### config.mk
export PLATFORM = sky130hd
export DESIGN_NAME = instr_decode_queue
export DESIGN_NICKNAME = d
export VERILOG_FILES = /design/src/rtl/arm_decode_pkg.sv /design/src/rtl/instr_field_decode.sv /design/src/rtl/instr_decode_queue.sv
export SDC_FILE = /design/constraint.sdc
export NUM_CORES = 1
export LEC_CHECK = 0
export ABC_CLOCK_PERIOD_IN_PS = 3100
export CAP_MARGIN = 20
export CELL_PAD_IN_SITES_DETAIL_PLACEMENT = 1
export CELL_PAD_IN_SITES_GLOBAL_PLACEMENT = 1
export CORE_MARGIN = 10
export CORE_UTILIZATION = 40
export CTS_CLUSTER_DIAMETER = 50
export DETAILED_ROUTE_END_ITERATION = 16
export GPL_TIMING_DRIVEN = 0
export HOLD_SLACK_MARGIN = 0.02
export PLACE_DENSITY_LB_ADDON = 0.1
export SYNTH_ARGS = -nofsm -noshare
export SYNTH_HDL_FRONTEND = slang
export SYNTH_HIERARCHICAL = 1
export SYNTH_SLANG_ARGS = --single-unit
### constraint.sdc
create_clock -name clk -period 3.1 [get_ports clk]
set_input_delay 0.465 -clock clk [delete_from_list [all_inputs] [get_ports clk]]
set_output_delay 0.465 -clock clk [all_outputs]
set_load 0.005 [all_outputs]
### src/rtl/arm_decode_pkg.sv
// rtl/arm_decode_pkg.sv - shared ARM decode constants, field struct and condition evaluation
package arm_decode_pkg;

  typedef enum logic [1:0] {
    CLASS_DP    = 2'b00,
    CLASS_SDT   = 2'b01,
    CLASS_BR    = 2'b10,
    CLASS_UNDEF = 2'b11
  } iclass_e;

  localparam logic [3:0] COND_EQ = 4'h0;
  localparam logic [3:0] COND_NE = 4'h1;
  localparam logic [3:0] COND_CS = 4'h2;
  localparam logic [3:0] COND_CC = 4'h3;
  localparam logic [3:0] COND_MI = 4'h4;
  localparam logic [3:0] COND_PL = 4'h5;
  localparam logic [3:0] COND_VS = 4'h6;
  localparam logic [3:0] COND_VC = 4'h7;
  localparam logic [3:0] COND_HI = 4'h8;
  localparam logic [3:0] COND_LS = 4'h9;
  localparam logic [3:0] COND_GE = 4'hA;
  localparam logic [3:0] COND_LT = 4'hB;
  localparam logic [3:0] COND_GT = 4'hC;
  localparam logic [3:0] COND_LE = 4'hD;
  localparam logic [3:0] COND_AL = 4'hE;
  localparam logic [3:0] COND_NV = 4'hF;

  localparam logic [3:0] OP_AND = 4'h0;
  localparam logic [3:0] OP_EOR = 4'h1;
  localparam logic [3:0] OP_SUB = 4'h2;
  localparam logic [3:0] OP_RSB = 4'h3;
  localparam logic [3:0] OP_ADD = 4'h4;
  localparam logic [3:0] OP_ADC = 4'h5;
  localparam logic [3:0] OP_SBC = 4'h6;
  localparam logic [3:0] OP_RSC = 4'h7;
  localparam logic [3:0] OP_TST = 4'h8;
  localparam logic [3:0] OP_TEQ = 4'h9;
  localparam logic [3:0] OP_CMP = 4'hA;
  localparam logic [3:0] OP_CMN = 4'hB;
  localparam logic [3:0] OP_ORR = 4'hC;
  localparam logic [3:0] OP_MOV = 4'hD;
  localparam logic [3:0] OP_BIC = 4'hE;
  localparam logic [3:0] OP_MVN = 4'hF;

  typedef struct packed {
    logic [3:0]  opcode;
    logic        set_flags;
    logic        imm_sel;
    logic [3:0]  rn;
    logic [3:0]  rd;
    logic [3:0]  rm;
    logic [4:0]  shift_amt;
    logic [1:0]  shift_type;
    logic [3:0]  rotate;
    logic [7:0]  imm8;
    logic [11:0] offset12;
    logic        reg_offset;
    logic        pre_index;
    logic        up;
    logic        byte_sel;
    logic        write_back;
    logic        load;
    logic        link;
    logic [23:0] branch_off;
  } fields_t;

  // nzcv ordering matches CPSR[31:28]: bit 3 = N, bit 0 = V
  function automatic logic cond_eval(input logic [3:0] cond, input logic [3:0] nzcv);
    logic n, z, c, v;
    {n, z, c, v} = nzcv;
    case (cond)
      COND_EQ: return z;
      COND_NE: return !z;
      COND_CS: return c;
      COND_CC: return !c;
      COND_MI: return n;
      COND_PL: return !n;
      COND_VS: return v;
      COND_VC: return !v;
      COND_HI: return c && !z;
      COND_LS: return !c || z;
      COND_GE: return n == v;
      COND_LT: return n != v;
      COND_GT: return !z && (n == v);
      COND_LE: return z || (n != v);
      COND_AL: return 1'b1;
      default: return 1'b0;
    endcase
  endfunction

endpackage

### src/rtl/instr_field_decode.sv
// rtl/instr_field_decode.sv - combinational ARM class and field decode of one instruction word
module instr_field_decode
  import arm_decode_pkg::*;
(
  input  logic        valid,
  input  logic [31:0] instr,
  output iclass_e     iclass,
  output logic [3:0]  cond,
  output fields_t     f
);

  always_comb begin
    iclass = CLASS_DP;
    cond   = 4'h0;
    f      = '0;
    if (valid) begin
      cond = instr[31:28];
      if (instr[27:26] == 2'b00) begin
        iclass      = CLASS_DP;
        f.opcode    = instr[24:21];
        f.set_flags = instr[20];
        f.imm_sel   = instr[25];
        f.rn        = instr[19:16];
        f.rd        = instr[15:12];
        if (instr[25]) begin
          f.imm8   = instr[7:0];
          f.rotate = instr[11:8];
        end else begin
          f.rm         = instr[3:0];
          f.shift_amt  = instr[11:7];
          f.shift_type = instr[6:5];
        end
      end else if (instr[27:26] == 2'b01) begin
        iclass       = CLASS_SDT;
        f.reg_offset = instr[25];
        f.pre_index  = instr[24];
        f.up         = instr[23];
        f.byte_sel   = instr[22];
        f.write_back = instr[21];
        f.load       = instr[20];
        f.rn         = instr[19:16];
        f.rd         = instr[15:12];
        if (instr[25]) begin
          f.rm         = instr[3:0];
          f.shift_amt  = instr[11:7];
          f.shift_type = instr[6:5];
        end else begin
          f.offset12 = instr[11:0];
        end
      end else if (instr[27:25] == 3'b101) begin
        iclass       = CLASS_BR;
        f.link       = instr[24];
        f.branch_off = instr[23:0];
      end else begin
        iclass = CLASS_UNDEF;
      end
    end
  end

endmodule

### src/rtl/instr_decode_queue.sv
// rtl/instr_decode_queue.sv - instruction FIFO with combinational decode of the head entry
module instr_decode_queue
  import arm_decode_pkg::*;
#(
  parameter int DEPTH      = 4,
  parameter int PC_W       = 32,
  parameter int CHECK_COND = 1,
  localparam int AW        = $clog2(DEPTH),
  localparam int CW        = $clog2(DEPTH + 1)
) (
  input  logic            clk,
  input  logic            reset,
  input  logic            in_valid,
  output logic            in_ready,
  input  logic [31:0]     in_instr,
  input  logic [PC_W-1:0] in_pc,
  input  logic            flush,
  input  logic [3:0]      flags,
  output logic            out_valid,
  input  logic            out_ready,
  output logic [PC_W-1:0] out_pc,
  output logic [1:0]      out_class,
  output logic            out_cond_pass,
  output logic [3:0]      opcode,
  output logic            set_flags,
  output logic            imm_sel,
  output logic [3:0]      rn,
  output logic [3:0]      rd,
  output logic [3:0]      rm,
  output logic [4:0]      shift_amt,
  output logic [1:0]      shift_type,
  output logic [3:0]      rotate,
  output logic [7:0]      imm8,
  output logic [11:0]     offset12,
  output logic            reg_offset,
  output logic            pre_index,
  output logic            up,
  output logic            byte_sel,
  output logic            write_back,
  output logic            load,
  output logic            link,
  output logic [23:0]     branch_off,
  output logic [CW-1:0]   count
);

  logic [31:0]     mem_instr [DEPTH];
  logic [PC_W-1:0] mem_pc    [DEPTH];
  logic [AW-1:0]   wptr, rptr;
  logic            push, pop;
  iclass_e         head_class;
  logic [3:0]      head_cond;
  fields_t         head_f;

  assign in_ready  = (count < CW'(DEPTH));
  assign out_valid = (count != '0);
  assign push      = in_valid && in_ready;
  assign pop       = out_valid && out_ready;

  always_ff @(posedge clk or negedge reset) begin
    if (!reset) begin
      wptr  <= '0;
      rptr  <= '0;
      count <= '0;
    end else if (flush) begin
      wptr  <= '0;
      rptr  <= '0;
      count <= '0;
    end else begin
      if (push) wptr <= wptr + AW'(1);
      if (pop)  rptr <= rptr + AW'(1);
      case ({push, pop})
        2'b10:   count <= count + CW'(1);
        2'b01:   count <= count - CW'(1);
        default: count <= count;
      endcase
    end
  end

  // Storage needs no reset: a slot is only visible once count covers it
  always_ff @(posedge clk) begin
    if (push && !flush) begin
      mem_instr[wptr] <= in_instr;
      mem_pc[wptr]    <= in_pc;
    end
  end

  instr_field_decode u_decode (
    .valid  (out_valid),
    .instr  (mem_instr[rptr]),
    .iclass (head_class),
    .cond   (head_cond),
    .f      (head_f)
  );

  assign out_pc    = out_valid ? mem_pc[rptr] : '0;
  assign out_class = head_class;
  assign out_cond_pass = (CHECK_COND != 0)
                       ? (out_valid && (head_class != CLASS_UNDEF) && cond_eval(head_cond, flags))
                       : out_valid;

  assign opcode     = head_f.opcode;
  assign set_flags  = head_f.set_flags;
  assign imm_sel    = head_f.imm_sel;
  assign rn         = head_f.rn;
  assign rd         = head_f.rd;
  assign rm         = head_f.rm;
  assign shift_amt  = head_f.shift_amt;
  assign shift_type = head_f.shift_type;
  assign rotate     = head_f.rotate;
  assign imm8       = head_f.imm8;
  assign offset12   = head_f.offset12;
  assign reg_offset = head_f.reg_offset;
  assign pre_index  = head_f.pre_index;
  assign up         = head_f.up;
  assign byte_sel   = head_f.byte_sel;
  assign write_back = head_f.write_back;
  assign load       = head_f.load;
  assign link       = head_f.link;
  assign branch_off = head_f.branch_off;

endmodule

# Yosys cells after proc, flatten, opt, wreduce, memory -nomap -nowiden
# Memories as Yosys holds them, arrays and structs flattened.
# Cells that the tools add are included.
# classes
n_addsub	4
magnitude_cmp	1
eq_ne	21
muxes	28
n_reduce_logical	20
# ops
operator	n
two-way mux 80 bit	1
two-way mux 25 bit	2
two-way mux 43 bit	1
two-way mux 19 bit	2
two-way mux 12 bit	3
two-way mux 32 bit	1
== test 4 bit, second input constant	7
two-way mux 11 bit	2
two-way mux 18 bit	1
== test 4 x 3 -> 1 bit, second input constant	4
one-hot mux 1 bit (15 select lines)	1
two-way mux 2 bit	7
== test 4 x 2 -> 1 bit, second input constant	2
logical AND 1 bit	7
two-way mux 6 bit	1
one-hot mux 3 bit (2 select lines)	1
nonzero test 3 bit	2
logical NOT 1 bit	5
adder 2 x 1 -> 2 bit, second input constant	2
== test 2 x 1 -> 1 bit, second input constant	2
== test 4 x 1 -> 1 bit, second input constant	1
logical NOT 4 bit	1
two-way mux 4 bit	1
nonzero test 2 bit	2
other kinds (12)	15
# totals
ff_bits	7
ramBits	256
inputBits	73
out_inout_bits	120
wordCells	79
mem_count	2
# memory_table
name	depth	word_bits	rd	rd_ports_with_merged_regs	wr	line	rtl
mem_instr	4	32	1	0	1	instr_decode_queue.sv:46	logic [31:0] mem_instr [DEPTH];
mem_pc	4	32	1	0	1	instr_decode_queue.sv:47	logic [PC_W-1:0] mem_pc [DEPTH];

# Longest topological paths before layout
# Gate-level depths: netlist (run 1).
# An unclocked memory read counts as a cell.
# depth
ltp_word	9
mapped_depth	11

# By module
# The synthesis (run 1) kept the hierarchy.
# modules_own_cells
mod	n_inst	cells_per_inst	area_per_inst_um2
instr_decode_queue	1	450	10100.9
instr_field_decode	1	103	696.9

# Worst setup path before layout (run 1)
# No wires, ideal clock.
# synth_path
path_type	register -> register
start	reg count[2]
end	mem mem_instr[0][0] (enable)
setup_ps	429
arrival_ps	2469
required_time_ps	2671
setup_slack_ps	202
stages_incl_launch_ff	5
cell_sequence	dfrtp_1 -> and2b_1 -> buf_6 -> nor2b_1 -> and2_1
# synth_between
elab_chain_len	5
# synth_rtl
element	line	rtl
start: declaration	instr_decode_queue.sv:43	output logic [CW-1:0] count
start signal: assignment	instr_decode_queue.sv:72	2'b10: count <= count + CW'(1);
start signal: assignment	instr_decode_queue.sv:73	2'b01: count <= count - CW'(1);
start signal: assignment	instr_decode_queue.sv:74	default: count <= count;
less-than comparator 3 bit	instr_decode_queue.sv:54	assign in_ready = (count < CW'(DEPTH));
logical AND 1 bit	instr_decode_queue.sv:56	assign push = in_valid && in_ready;
logical AND 1 bit	instr_decode_queue.sv:81	if (push && !flush) begin
two-way mux 1 bit	instr_decode_queue.sv:81	
two-way mux 1 bit (implied by the code)	instr_decode_queue.sv:82	mem_instr[wptr] <= in_instr;
end: declaration	instr_decode_queue.sv:46	
# Every way passes these cells.

# Worst setup path in the final report (run 1)
# layout_path
start	reg rptr[0]
end	out out_cond_pass
# layout_between
word_cells_on_any_way	28
# layout_rtl
element	line	rtl
start: declaration	instr_decode_queue.sv:48	logic [AW-1:0] wptr, rptr;
start signal: assignment	instr_decode_queue.sv:70	if (pop) rptr <= rptr + AW'(1);
memory (4 x 32 bit) (*)	--	
two-way mux 4 bit (*)	instr_field_decode.sv:16	if (valid) begin
named net head_cond[3]	instr_decode_queue.sv:51	logic [3:0] head_cond;
== test 4 bit, or another cell as far along	arm_decode_pkg.sv:71	case (cond)
one-hot mux 1 bit (15 select lines) (*)	arm_decode_pkg.sv:71	
logical AND 1 bit (*)	instr_decode_queue.sv:98	? (out_valid && (head_class != CLASS_UNDEF) && cond_eval(head_cond, flags))
end: declaration	instr_decode_queue.sv:23	output logic out_cond_pass,
# The timed path passes the listed nets; every way through them passes the cells marked *.

==> impl_metrics.xml, run 1 <==
<?xml version="1.0" encoding="UTF-8"?>
<metrics>
  <group name="finish">
    <metric name="fraction_of_layout_cells_with_a_size_suffix_above_1" unit="%">41.5</metric>
    <metric name="final_stage_net_count" unit="">922</metric>
    <metric name="area_growth_syn_to_layout" unit="%">42.1</metric>
    <metric name="final_cells" unit="">1213</metric>
  </group>
  <group name="worst_setup_path">
    <metric name="timing.critical_path.from_type" unit="">register</metric>
    <metric name="cp_data_required_time" unit="ns">2.63</metric>
    <metric name="cp.arrival" unit="ns">2.82</metric>
    <metric name="timing.critical_path.from" unit="">rptr[0]</metric>
    <metric name="cp_max_fo" unit="">10</metric>
    <metric name="critical_path.reg2reg.startpoint" unit="">count[2]</metric>
    <metric name="worst-setup-path-type" unit="">register to output pin</metric>
    <metric name="worst_setup_path_end_kind" unit="">output pin</metric>
  </group>
  <group name="logic_synthesis">
    <metric name="mappedNetlistNets" unit="">631</metric>
    <metric name="synth_area" unit="µm²">10800</metric>
    <metric name="asyncSetResetFlopFracSynth" unit="%">2.66</metric>
    <metric name="synth.ff_latch_count" unit="">263</metric>
    <metric name="synth_seq_area_share" unit="%">72.8</metric>
    <metric name="yosysWarnings" unit="">6</metric>
    <metric name="synthesis.instances" unit="">553</metric>
    <metric name="unique_cell_type_count_in_the_yosys_netlist" unit="">46</metric>
    <metric name="avgSynthCellArea" unit="µm²">19.5</metric>
    <metric name="synth_ff_type" unit="">sky130_fd_sc_hd__edfxtp_1</metric>
    <metric name="number_of_synthesized_flops_with_an_enable_pin" unit="">256</metric>
  </group>
  <group name="clock_network">
    <metric name="worstSkewPairLatency" unit="ns">0.50</metric>
    <metric name="clk_pin_slew_worst_setup_hold_paths" unit="ns">0.06</metric>
    <metric name="cts_tree" unit="">yes</metric>
    <metric name="h-tree-depth" unit="">2</metric>
    <metric name="cts.sink_count" unit="">263</metric>
    <metric name="cts.path.max_buffers" unit="">3</metric>
    <metric name="cts_made_buffers" unit="">34</metric>
    <metric name="root_buffer" unit="">sky130_fd_sc_hd__clkbuf_16</metric>
  </group>
  <group name="sta">
    <metric name="unrepaired_setup_endpoints_after_global_routing" unit="">yes</metric>
    <metric name="slew_violations" unit="">0</metric>
    <metric name="timing.final.setup_violations" unit="">38</metric>
    <metric name="clock_skew" unit="ns">0.0129</metric>
    <metric name="slew_headroom" unit="%">55.4</metric>
    <metric name="maxClockFrequency" unit="MHz">304</metric>
    <metric name="worst-slew-pin-transition" unit="ns">0.669</metric>
    <metric name="timing.final.crit_share" unit="%">106</metric>
    <metric name="post-route-min-period" unit="ns">3.29</metric>
    <metric name="layout_setup_ws" unit="ns">-0.187</metric>
    <metric name="final-hold-violation-count" unit="">0</metric>
  </group>
  <group name="global_route">
    <metric name="grt_pass1_wl" unit="mm">41.7</metric>
    <metric name="grt_max_degree" unit="">41</metric>
    <metric name="vias_in_the_first_global_route" unit="">6991</metric>
    <metric name="antenna_violations_before_repair" unit="">3</metric>
    <metric name="globalRoute.totalOverflow" unit="">0</metric>
    <metric name="globalRouteTotalUtil" unit="%">16.1</metric>
  </group>
  <group name="routing">
    <metric name="drt-vias-per-instance" unit="">5.09</metric>
    <metric name="wl" unit="mm">28.0</metric>
    <metric name="detail_route.drc_violations" unit="">0</metric>
    <metric name="drt_first_iter_violations" unit="">318</metric>
    <metric name="wire_per_inst" unit="µm">23.1</metric>
    <metric name="drtAntennaViolNets" unit="">0</metric>
    <metric name="vias" unit="">6176</metric>
    <metric name="firstDrtPassIters" unit="">6</metric>
  </group>
  <group name="floorplanning">
    <metric name="initial_utilization" unit="%">40.4</metric>
    <metric name="die_height" unit="µm">184</metric>
    <metric name="floorplan.core_area" unit="µm²">26700</metric>
    <metric name="io_pins" unit="">193</metric>
    <metric name="fp-row-count" unit="">60</metric>
    <metric name="fp.dieArea" unit="µm²">34000</metric>
    <metric name="horiz_die_dim" unit="µm">184</metric>
  </group>
  <group name="place">
    <metric name="numPortBuffers" unit="">191</metric>
    <metric name="routabilityCongestion" unit="">0.762</metric>
    <metric name="dpl.hpwl" unit="mm">17.5</metric>
    <metric name="placedCellCount" unit="">1089</metric>
  </group>
  <group name="power">
    <metric name="p_leak" unit="µW">0.00547</metric>
    <metric name="power.density" unit="nW/µm²">859</metric>
    <metric name="post-layout-total-power" unit="µW">13200</metric>
    <metric name="worst_ir_drop_vdd" unit="µV">558</metric>
  </group>
  <group name="status">
    <metric name="violations" unit="">setup timing</metric>
    <metric name="status" unit="">complete, but fails checks</metric>
  </group>
  <group name="flow_run">
    <metric name="maxCapViolations" unit="">0</metric>
  </group>
  <group name="worst_hold_path">
    <metric name="hold_path.class" unit="">primary input to asynchronous set/reset pin</metric>
  </group>
</metrics>
-- sequential cells by signal, summed over array words and instances (netlist names) --
signal	count
count	3
wptr	2
rptr	2
mem_instr	128
mem_pc	128
-- cell families after synthesis --
| logic type | synth area share [%] |
|---|---|
| and+or+nand+nor | 9.42 |
| DFF | 72.8 |
| adders and majority gates | 0.649 |
| xor gates and xnor gates | 0.556 |
| muxes | 13.7 |
| buffers and inverters | 1.90 |
| AOI/OAI and AO/OA | 0.939 |
-- repair_timing --
action / in CTS / in global routing
hold buffers: 0 / 0
pin swaps: 21 / 12
gates resized for setup: 289 / 228
gates cloned: 7 / 1
setup endpoints to repair: 89 / 96
setup buffers: 39 / 21
-- cells in the mapped netlist (all sizes together) (2+ instances only) --
master	instances	share of area (%)
nand2	7	0.39
and3	12	0.70
mux2i	4	0.37
nand3	3	0.14
inv	3	0.10
ha	4	0.46
edfxtp	256	71
nor4	3	0.17
a21oi	2	0.093
buf	28	1.6
and2	106	6.1
nor3b	2	0.19
nor2	12	0.42
o21ai	4	0.19
dfrtp	7	1.6
and4bb	2	0.23
mux4	64	13
nor2b	4	0.30
and4b	2	0.20
xor2	2	0.16
xnor2	4	0.39
and3b	2	0.16
clkbuf	5	0.19
a221oi	2	0.16
-- critical path: stages, from the launching register on --
cell	delay, ns
sky130_fd_sc_hd__dfrtp_2	0.42
sky130_fd_sc_hd__buf_12	0.14
sky130_fd_sc_hd__buf_12	0.12
sky130_fd_sc_hd__mux4_2	0.43
sky130_fd_sc_hd__and2_4	0.18
sky130_fd_sc_hd__buf_6	0.14
sky130_fd_sc_hd__nor4b_4	0.28
sky130_fd_sc_hd__a31oi_2	0.06
sky130_fd_sc_hd__o31ai_1	0.10
sky130_fd_sc_hd__a221oi_2	0.12
sky130_fd_sc_hd__o21ai_1	0.16
sky130_fd_sc_hd__buf_2	0.17
-- layout by cell type, fill, tap and decap left out, types with 3 or more instances in the layout --
cell type / count
sky130_fd_sc_hd__and2_1: 58
sky130_fd_sc_hd__dfrtp_1: 6
sky130_fd_sc_hd__buf_2: 18
sky130_fd_sc_hd__clkinvlp_4: 3
sky130_fd_sc_hd__edfxtp_1: 256
sky130_fd_sc_hd__mux2i_1: 3
sky130_fd_sc_hd__clkdlybuf4s50_1: 108
sky130_fd_sc_hd__nand3_1: 3
sky130_fd_sc_hd__buf_6: 94
sky130_fd_sc_hd__buf_4: 24
sky130_fd_sc_hd__clkbuf_16: 37
sky130_fd_sc_hd__buf_12: 7
sky130_fd_sc_hd__clkinv_2: 4
sky130_fd_sc_hd__o21ai_0: 3
sky130_fd_sc_hd__bufinv_16: 3
sky130_fd_sc_hd__nor2_1: 11
sky130_fd_sc_hd__clkbuf_2: 15
sky130_fd_sc_hd__nor2b_1: 3
sky130_fd_sc_hd__mux4_2: 64
sky130_fd_sc_hd__clkbuf_1: 7
sky130_fd_sc_hd__buf_8: 5
sky130_fd_sc_hd__and2_4: 48
sky130_fd_sc_hd__clkinv_1: 8
sky130_fd_sc_hd__inv_1: 3
sky130_fd_sc_hd__and3_1: 3
sky130_fd_sc_hd__nand2_1: 6
sky130_fd_sc_hd__and3_4: 9
sky130_fd_sc_hd__buf_16: 4
sky130_fd_sc_hd__ha_1: 4
-- per-stage QoR --
stage / cell area, µm² / util [%] / hold slack, ns / setup TNS [ns] / worst slack (ns)
floorplan: 10800 / - / 0.169 / 0 / 0.202
global placement: 13100 / 49.2 / 0.580 / -434.96 / -1.61
detailed placement: 13300 / 49.6 / 0.627 / -27.01 / -0.747
CTS: 15000 / 56.2 / 0.234 / -4.47 / -0.225
global route: 15300 / 57.4 / 0.248 / -6.51 / -0.264
finish: 15300 / 57.4 / 0.238 / -2.02 / -0.187
-- report_power, final --
part	switching, µW	internal (µW)
logic	2180	2940
clock network	1430	2420
registers	67.1	4150
-- routing by layer --
metal | GRT usage, % | vias to the layer above | share of wire [%]
met5 | 0 | - | 0.046
li1 | - | 2786 | -
met2 | 28.2 | 187 | 51
met3 | 5.08 | 32 | 6.7
met4 | 4.33 | 2 | 1.3
met1 | 18.5 | 3169 | 41
-- worst paths after layout --
check	to	slack, ns	depth (start not counted)
setup / recovery	out_cond_pass	-0.19	11
hold / removal	count[1]	0.24	1
setup reg to reg	mem_instr[1][11]	0.84	6
hold reg to reg	count[1]	0.62	2
max in group asynchronous	rptr[0]	2.59	1
min in group clk	count[1]	0.34	2
-- final cells by class --
class	count	area, µm²
Antenna cell	2	5.00
Inverter	3	11.3
Tap cell	341	427
Multi-Input combinational cell	255	3010
Sequential cell	263	7860
Timing Repair Buffer	258	2590
Clock inverter	21	189
Fill cell	2372	11400
Clock buffer	41	941
Buffer	29	305
Power figures use the tool's default switching activity.
==> inputs of run 2 (changes only) <==
ABC_AREA = 0   (was default)
==> results of run 2 <==
Final layout, timing and power as in run 1 (identical DEF).
